## src/rtl/dm_golden_checker_sat_counter.sv

```systemverilog
// Saturating up-counter: holds at all-ones instead of wrapping.
module chk_sat_counter #(
  parameter int W = 16
) (
  input  logic         clk,
  input  logic         rst,
  input  logic         i_clr,
  input  logic         i_inc,
  output logic [W-1:0] o_count
);
  logic [W-1:0] r_count;

  // Count up on i_inc, stick at the maximum value, clear on i_clr or reset.
  always_ff @(posedge clk or posedge rst) begin
    if (rst) begin
      r_count <= '0;
    end else if (i_clr) begin
      r_count <= '0;
    end else if (i_inc && (r_count != {W{1'b1}})) begin
      r_count <= r_count + W'(1);
    end
  end

  assign o_count = r_count;
endmodule

```

## config.mk

```make
export PLATFORM = sky130hd
export DESIGN_NAME = chk_sat_counter
export DESIGN_NICKNAME = d
export VERILOG_FILES = /design/src/rtl/dm_golden_checker_sat_counter.sv
export SDC_FILE = /design/constraint.sdc
export NUM_CORES = 1
export LEC_CHECK = 0
export BUFFER_PORTS_ARGS = -buffer_cell sky130_fd_sc_hd__buf_2
export CORE_MARGIN = 2
export CORE_UTILIZATION = 52
export DETAILED_ROUTE_END_ITERATION = 10
export PLACE_DENSITY_LB_ADDON = 0.08
export SLEW_MARGIN = 20
export SYNTH_ARGS = -nofsm -noshare
export SYNTH_HDL_FRONTEND = slang
export SYNTH_SLANG_ARGS = --single-unit
export TNS_END_PERCENT = 5
```

## constraint.sdc

```tcl
create_clock -name clk -period 2.5 [get_ports clk]
set_clock_uncertainty 0.2 [all_clocks]
set_input_delay 0 -clock clk [delete_from_list [all_inputs] [get_ports clk]]
set_output_delay 0 -clock clk [all_outputs]
set_load 0.005 [all_outputs]
```

==> results by group, run 1 <==
Power
  – Pwr Total: 0.469 mW
  – Peak supply drop: 0.000243 V
  – Leakage: 0.470 nW
  – PwrDens: 417 mW/mm^2

Detailed routing
  – # DRC: 0
  – Antenna-violating nets left: 0
  – WL/cell: 14.2 um
  – DR vias/cell: 6.01
  – Vias: 901
  – Drt first pass iters: 4
  – Drt first-iter violations: 37
  – Final WL: 2.13 mm

Worst setup path
  – Crit path max fanout: 7
  – Crit Path Class: register to register
  – WP data arrival: 2.22 ns
  – CP required: 2.48 ns
  – Critical Path Start Type: register
  – CP Capture Type: register

Yosys
  – Mapped cell area: 932 sq um
  – Synth warnings: 0
  – Synth cell types: 29
  – Syn_nets: 106
  – Syn Inst Count: 101
  – Sequential element share of the synthesized area: 43.0%
  – Synth Area per Inst: 9.23 sq um
  – #FFs+latches synth: 16

Floorplan
  – Die H: 46.3 um
  – IO Pins: 20
  – Die span in x: 46.3 um
  – Initial Util: 54.6%
  – Core area: 0.00171 sq mm
  – Placement Rows: 15
  – Die ar.: 0.00215 sq mm

Clock network
  – Clock Tree Buf Depth: 2
  – Worst skew pair latency: 0.28 ns
  – Htree depth: 1
  – CTS root buf: clkbuf_4
  – TritonCTS clock tree: done
  – Clk slew on worst S/H paths: 0.10 ns
  – Inserted Clock Buffers: 3
  – CTS Sinks: 16
  – Post-CTS setup buffer count: 0

Layout
  – Ant. Diodes: 0
  – Area grow syn2layout: 20.5%
  – Commonest non-fill, non-tap cell in the layout: buf_2
  – Layout cell share with drive strength beyond 1: 24.8%
  – Commonest non-fill, non-tap cells in the layout: 19 x buf_2, 16 x dfrtp_1, 12 x a21oi_1
  – Final nets: 131
  – Largest register FFs: 16
  – Fillers: 143

STA
  – Fin Setup TNS: 0 ns
  – RSZ-0062 raised after global routing: false
  – Max Slew Vio Count: 0
  – Fmax: 446 MHz
  – Final hold vios: 0
  – Slew @ Worst Pin: 0.656 ns
  – Min cycle time layout: 2.24 ns
  – # setup viols final: 0
  – Tcrit/Tclk final: 89.7%
  – Slew margin rel.: 55.9%

Place
  – Port Buffers: 19
  – DP Wirelength: 1.46 mm
  – Final GP Congestion: 0.759

Run
  – Max Cap Violations: 0

Global route
  – Vias in the first global route: 793
  – First-pass GRT wire length: 3.36 mm
  – Total congestion overflow: 0
  – Largest net degree at the start of global routing: 20
  – Initial antenna violation count: 0
  – Total track usage: 21.9%

Status
  – Outcome: finished, final reports clean

Worst hold path
  – Hold Crit Class: input port to asynchronous set/reset pin
## per-stage QoR
step,instances,setup slack [ns],instance area (sq um),util [%],hold slack (ns)
2_1_floorplan,101,0.518,932,-,-0.286
3_3_place_gp,142,0.251,1040,61.0,-0.105
3_5_place_dp,142,0.271,1040,61.0,-0.101
4_1_cts,150,0.120,1120,65.4,0.133
5_1_grt,150,0.0398,1120,65.8,0.173
6_report,150,0.258,1120,65.8,0.128
## synthesized netlist by cell type
cell type       n  area share [%]
mux2i_1         1             1.1
o21ai_0         5             2.7
or3_2           1            0.81
o41ai_1         2             1.9
inv_1           3             1.2
a21oi_1        12             6.4
or4_2           1            0.94
nand3_1         7             3.8
nor4_1          3             2.0
dfrtp_1        16              43
nand2_1         6             2.4
a31oi_1         1            0.67
clkbuf_2        1            0.54
buf_4           1            0.81
nor2_1          3             1.2
clkbuf_1        1            0.40
nand2b_1        2             1.3
ha_1            1             1.3
and4_1          1            0.94
or3_1           6             4.0
nand4_4         1             2.3
nor2b_1         3             2.0
dlygate4sd1_1   1            0.94
or4_1           6             4.8
nand4_1         4             2.7
nor3_1          4             2.1
or4_4           1             1.2
mux2_2          2             2.4
o31ai_1         5             4.0
## path summary, 6_finish.rpt
path,from,endpoint,slack (ns),depth (start not counted)
setup / recovery,o_count[11],o_count[4],0.26,6
hold / removal,rst,o_count[1],0.13,3
setup reg to reg,o_count[11],o_count[4],0.26,6
hold reg to reg,o_count[14],o_count[14],0.39,2
max in group asynchronous,rst,o_count[10],1.58,3
min in group clk,o_count[14],o_count[14],0.39,2
## routing by layer
| metal | vias to the layer above | wire length [um] | GRT usage [%] | share of wire, % |
|---|---|---|---|---|
| met5 | - | 0 | 0 | 0 |
| met4 | 0 | 23 | 7.43 | 1.1 |
| met3 | 4 | 96 | 3.53 | 4.5 |
| met2 | 29 | 1030 | 35.3 | 48 |
| met1 | 422 | 978 | 29.6 | 46 |
| li1 | 446 | - | - | - |
## worst max-delay path: stages (launching register included)
cell           delay (ns)
dfrtp_1              0.46
nand4_1              0.16
buf_4                0.19
nor4_2               0.35
or3_1                0.17
a21oi_1              0.06
dlygate4sd3_1        0.56
## area by class of cell
class | count | area, sq um | share of cell area (%)
timing repair buffer | 24 | 143 | 12.7
inverter | 3 | 11.3 | 1.00
clock buffer | 4 | 36.3 | 3.23
tap | 25 | 31.3 | 2.78
sequential | 16 | 400 | 35.6
multi-input combinational | 78 | 502 | 44.7
## power by group
part	total, mW	switching (mW)	internal [mW]	leakage, nW
registers	0.266	0.00442	0.262	0.222
logic	0.0316	0.0187	0.0130	0.227
clock network	0.171	0.0823	0.0886	0.0210
## cells by family after synthesis
logic type                 share of synthesized area, %
buffers and inverters                              3.89
AOI/OAI and AO/OA                                  15.7
and+or+nand+nor                                    32.6
DFF                                                43.0
adders and majority gates                          1.34
muxes                                              3.49
## timing repair
action                                  4_1_cts  5_1_grt
endpoints found under the setup margin        0        1
resized for setup                             0        1
endpoints found under the hold margin        30        0
hold buffers                                  4        0
No activity file was read; power rests on OpenSTA's default activity.
==> inputs of run 2 (changes only) <==
CELL_PAD_IN_SITES_DETAIL_PLACEMENT = 2   (was default)
CELL_PAD_IN_SITES_GLOBAL_PLACEMENT = 2   (was default)
CORE_UTILIZATION = 31   (was 52)
==> run 2 against run 1 <==
Effect of this change: global-route usage decreased by 4.5 points; routed wire length increased by 30%; critical path depth decreased by 2; hold slack improved by 0.013 ns; setup slack improved by 0.098 ns; first-iteration DRC count decreased by 59%; power decreased by 5.3%; critical path type unchanged.
==> results by group, run 2 (synthesized netlist as in run 1, its figures left out) <==
Power
  – Switching share of power: 25.4% (+2.9 points)
  – Internal power: 0.331 mW (-8.9%)
  – Switching power: 0.113 mW (+7.0%)
  – Peak supply drop: 0.000203 V (-17%)
  – Leakage: 0.457 nW (-2.7%)
  – Clock power share: 32.3% (-4.2 points)
  – PwrDens: 403 mW/mm^2 (-3.4%)
  – Pwr Total: 0.444 mW (-5.3%)
  – Flop pwr share: 60.1% (+3.3 points)
  – Comb pwr share: 7.6% (+0.9 points)

Global route
  – Largest net degree at the start of global routing: 20 (unchanged)
  – Total congestion overflow: 0 (unchanged)
  – Initial antenna violation count: 0 (unchanged)
  – First-pass GRT wire length: 4.54 mm (+35%)
  – Vias in the first global route: 966 (+22%)
  – Total track usage: 17.4% (-4.5 points)

Floorplan
  – Placement Rows: 19 (+4)
  – Initial Util: 33.2% (-21 points)
  – Core area: 0.00281 sq mm (+64%)
  – Die ar.: 0.00346 sq mm (+61%)
  – Die span in x: 58.8 um (+27%)
  – Die H: 58.8 um (+27%)
  – IO Pins: 20 (unchanged)

Place
  – Port Buffers: 19 (unchanged)
  – Placed cell count: 148 (+4.2%)
  – Final GP Congestion: 0.748 (-1.5%)
  – DP Wirelength: 1.95 mm (+33%)

Detailed routing
  – # DRC: 0 (unchanged)
  – Antenna-violating nets left: 0 (unchanged)
  – Drt first pass iters: 4 (unchanged)
  – Drt first-iter violations: 15 (-59%)
  – Vias: 915 (+1.6%)
  – WL/cell: 17.9 um (+26%)
  – Final WL: 2.76 mm (+30%)
  – DR vias/cell: 5.94 (-1.1%)

STA
  – Slew margin rel.: 56.0% (+0.064 points)
  – Fmax: 466 MHz (+4.6%)
  – Min cycle time layout: 2.14 ns (-0.0982 ns)
  – Fin Setup TNS: 0 ns (unchanged)
  – # setup viols final: 0 (unchanged)
  – Final hold vios: 0 (unchanged)
  – Fin Hold WS: 0.141 ns (+0.0130 ns)
  – Max Slew Vio Count: 0 (unchanged)
  – RSZ-0062 raised after global routing: false
  – Slew @ Worst Pin: 0.660 ns (+0.00436 ns)
  – Tcrit/Tclk final: 85.8% (-3.9 points)

Clock network
  – TritonCTS clock tree: done
  – Hold Buf Count CTS: 3 (-1)
  – CTS root buf: clkbuf_4
  – Resize count post-CTS: 0 (unchanged)
  – Clock Tree Buf Depth: 2 (unchanged)
  – CTS Sinks: 16 (unchanged)
  – Inserted Clock Buffers: 3 (unchanged)
  – Clk slew on worst S/H paths: 0.10 ns (about the same)
  – Worst skew pair latency: 0.29 ns (about the same)
  – Post-CTS setup buffer count: 0 (unchanged)
  – Htree depth: 1 (unchanged)

Worst setup path
  – Crit Path Class: register to register
  – Crit path max fanout: 8 (+1)
  – WP data arrival: 2.16 ns (-0.06 ns)
  – Reg2reg start: o_count[2]
  – Setup crit start: o_count[2]
  – CP required: 2.52 ns (+0.04 ns)
  – CP Capture Type: register
  – Critical Path Start Type: register

Worst hold path
  – Hold Crit Class: input port to asynchronous set/reset pin

Status
  – Outcome: finished, final reports clean

Run
  – Max Cap Violations: 0 (unchanged)

Layout
  – Largest register FFs: 16 (unchanged)
  – Layout cell share with drive strength beyond 1: 23.6% (-1.2 points)
  – Commonest non-fill, non-tap cell in the layout: buf_2
  – Fillers: 330 (+130%)
  – Commonest non-fill, non-tap cells in the layout: 19 x buf_2, 16 x dfrtp_1, 12 x a21oi_1
  – Final nets: 130 (-0.76%)
  – Ant. Diodes: 0 (unchanged)
  – Area grow syn2layout: 18.1%
  – Final Non-Filler Cells: 154 (+2.7%)
## run 2: power groups by stage
stage / sequential (mW) / combinational (mW) / clock (mW)
floorplan: 0.271 / 0.0205 / 0
global placement: 0.271 / 0.0302 / 0
detailed placement: 0.271 / 0.0315 / 0
CTS: 0.266 / 0.0350 / 0.151
global route: 0.267 / 0.0373 / 0.156
finish: 0.266 / 0.0338 / 0.143
## run 2: worst max-delay path: stages (launching register included)
cell and delay, ns:
dfrtp_1 0.49, nand4_1 0.24, or4_4 0.58, or4_1 0.41, a21oi_1 0.15
## run 2: routing by layer
layer  vias up  part of all wire, %  track usage (%)
li1        437                    -                -
met1       464                   47             23.0
met2        12                   50             29.5
met3         2                  2.4             1.98
met4         0                 0.58             5.84
met5         -                    0                0
## run 2: path summary, 6_finish.rpt
kind / end / slack, ns / cells after the start
worst max-delay path: o_count[13] / 0.36 / 4
worst min-delay path: o_count[5] / 0.14 / 3
worst max register to register: o_count[13] / 0.36 / 4
worst min register to register: o_count[14] / 0.39 / 2
max in group asynchronous: o_count[14] / 1.54 / 3
min in group clk: o_count[14] / 0.39 / 2
## run 2: per-stage QoR
step | cell area (sq um) | utilization, % | worst slack (ns)
3_3_place_gp | 1050 | 37.4 | 0.428
2_1_floorplan | 932 | - | 0.518
5_1_grt | 1100 | 39.3 | 0.222
6_report | 1100 | 39.3 | 0.356
4_1_cts | 1100 | 39.3 | 0.352
3_5_place_dp | 1050 | 37.4 | 0.399
## run 2: layout make-up
class / count / area (sq um) / share of cell area [%]
clock buffer: 3 / 22.5 / 2.05
inverter: 3 / 11.3 / 1.02
multi-input combinational: 78 / 495 / 45.0
sequential: 16 / 400 / 36.4
tap: 31 / 38.8 / 3.52
timing repair buffer: 23 / 133 / 12.0
==> inputs of run 3 (changes only) <==
SETUP_SLACK_MARGIN = 0.4   (was default)
==> run 3 against run 2 <==
Effect of this change: global-route usage is 0.27 points higher; sequential share of layout area is 0.38 points lower; largest cell class unchanged; critical path depth stayed put; hold slack worse by 0.0018 ns; via count is 1.5% higher; first-iteration DRC count is 13% higher.
==> results by group, run 3 (synthesized netlist as in run 1, its figures left out) <==
Global route
  – Vias in the first global route: 980 (+1.4%)
  – Initial antenna violation count: 0 (unchanged)
  – Largest net degree at the start of global routing: 20 (unchanged)
  – First-pass GRT wire length: 4.62 mm (+1.7%)
  – Total congestion overflow: 0 (unchanged)
  – Total track usage: 17.7% (+0.27 points)

Worst setup path
  – CP required: 2.52 ns (about the same)
  – CP Cell Sequence: nand4_4, or4_4, or4_1, a21oi_1
  – Crit Path Class: register to register
  – Setup crit start: o_count[7]
  – CP Capture Type: register
  – Critical Path Slowest Stage Cell: or4_4
  – Reg2reg start: o_count[7]
  – WP data arrival: 2.12 ns (-0.04 ns)
  – FF-to-FF End: o_count[13]
  – Reg-to-reg slack, setup: 0.41 ns (+0.05 ns)
  – Critical Path Start Type: register
  – Crit path max fanout: 7 (-1)
  – Worst R2R Path Depth: 4 (unchanged)
  – Critical path's largest stage delay: 0.59 ns (about the same)

STA
  – Fmax: 478 MHz (+2.4%)
  – Fin Hold WS: 0.139 ns (-0.00182 ns)
  – Slew @ Worst Pin: 0.665 ns (+0.00488 ns)
  – Min cycle time layout: 2.09 ns (-0.0500 ns)
  – RSZ-0062 raised after global routing: true
  – # setup viols final: 0 (unchanged)
  – Slew margin rel.: 55.6% (-0.33 points)
  – Max Slew Vio Count: 0 (unchanged)
  – Tcrit/Tclk final: 83.8% (-2.0 points)
  – Final hold vios: 0 (unchanged)
  – Fin Setup TNS: 0 ns (unchanged)

Layout
  – Final nets: 131 (+0.77%)
  – Ant. Diodes: 0 (unchanged)
  – Register area: 402 sq um (+0.31%)
  – Area grow syn2layout: 19.7%
  – Commonest non-fill, non-tap cells in the layout: 19 x buf_2, 15 x dfrtp_1, 12 x a21oi_1
  – Multi-input logic area: 502 sq um (+1.3%)
  – Core Util, Final: 39.8% (+0.54 points)
  – Fillers: 330 (unchanged)
  – Largest register FFs: 16 (unchanged)
  – Commonest non-fill, non-tap cell in the layout: buf_2
  – Layout cell share with drive strength beyond 1: 25.8% (+2.2 points)

Place
  – Port Buffers: 19 (unchanged)
  – Final GP Congestion: 0.748 (unchanged)
  – DP Wirelength: 1.95 mm (unchanged)

Clock network
  – Htree depth: 1 (unchanged)
  – TritonCTS clock tree: done
  – Clk slew on worst S/H paths: 0.10 ns (about the same)
  – CTS Sinks: 16 (unchanged)
  – Inserted Clock Buffers: 3 (unchanged)
  – Worst skew pair latency: 0.29 ns (about the same)
  – CTS root buf: clkbuf_4
  – Clock Tree Buf Depth: 2 (unchanged)

Floorplan
  – Die ar.: 0.00346 sq mm (unchanged)
  – IO Pins: 20 (unchanged)
  – Die span in x: 58.8 um (unchanged)
  – Initial Util: 33.2% (unchanged)
  – Placement Rows: 19 (unchanged)
  – Die H: 58.8 um (unchanged)
  – Core area: 0.00281 sq mm (unchanged)

Power
  – Peak supply drop: 0.000202 V (-0.26%)
  – PwrDens: 400 mW/mm^2 (-0.74%)
  – Leakage: 0.459 nW (+0.56%)

Detailed routing
  – WL/cell: 18.1 um (+1.0%)
  – Final WL: 2.80 mm (+1.7%)
  – DR vias/cell: 5.99 (+0.88%)
  – Drt first pass iters: 4 (unchanged)
  – Drt first-iter violations: 17 (+2)
  – Antenna-violating nets left: 0 (unchanged)
  – Vias: 929 (+1.5%)
  – # DRC: 0 (unchanged)

Status
  – Outcome: finished, final reports clean

Worst hold path
  – Hold Crit Class: input port to asynchronous set/reset pin

Run
  – Max Cap Violations: 0 (unchanged)
-- run 3: cell count changes in the layout (fill, tap and decap cells not counted), sizes merged --
| cell | before | now |
|---|---|---|
| buf | 20 | 21 |
-- run 3: timing repair --
item | in CTS | in global routing
cloned | 0 | 0
resized for setup | 1 | 1
pin swaps | 1 | 0
hold buffers | 3 | 0
buffers inserted | 1 | 0
endpoints found under the setup margin | 1 | 12
endpoints found under the hold margin | 29 | 0
-- run 3: worst max path at each step --
| stage | to | depth (start not counted) |
|---|---|---|
| after CTS | o_count[13] | 4 |
| final | o_count[13] | 4 |
| after detailed placement | o_count[13] | 4 |
| after floorplan | o_count[0] | 6 |
| after global routing | o_count[13] | 4 |
| after global placement | o_count[13] | 4 |
-- run 3: per-stage QoR --
| stage | cell area (sq um) | std cells | power (mW) | setup slack (ns) |
|---|---|---|---|---|
| final | 1120 | 155 | 0.446 | 0.406 |
| after global routing | 1120 | 155 | 0.460 | 0.262 |
| after CTS | 1110 | 155 | 0.452 | 0.414 |
| after detailed placement | 1050 | 148 | 0.303 | 0.399 |
| after global placement | 1050 | 148 | 0.301 | 0.428 |
| after floorplan | 932 | 101 | 0.291 | 0.518 |
-- run 3: area by class of cell --
type / count / share of cell area, %
Tap cell: 31 / 3.48
Sequential cell: 16 / 36.0
Clock buffer: 3 / 2.02
Multi-Input combinational cell: 78 / 45.0
Timing Repair Buffer: 24 / 12.6
Inverter: 3 / 1.01
-- run 3: worst max-delay path, delay by kind of cell, from the launching register on --
family	cells	cell delay, ns
flops	1	0.49
simple gates	3	1.18
compound gates	1	0.15
-- run 3: routing by layer --
layer / share of wire [%] / vias to the layer above / track usage, % / routed length [um]
met1: 46 / 481 / 23.0 / 1290
met4: 0.61 / 0 / 5.84 / 17
li1: - / 434 / - / -
met3: 2.2 / 2 / 1.98 / 61
met5: 0 / - / 0 / 0
met2: 51 / 12 / 30.5 / 1440
-- run 3: where the power goes --
group          internal, mW  leakage [nW]  switching, mW
sequential            0.262         0.220        0.00451
combinational        0.0131         0.225         0.0206
clock                0.0560        0.0138         0.0903
total                 0.331         0.459          0.115
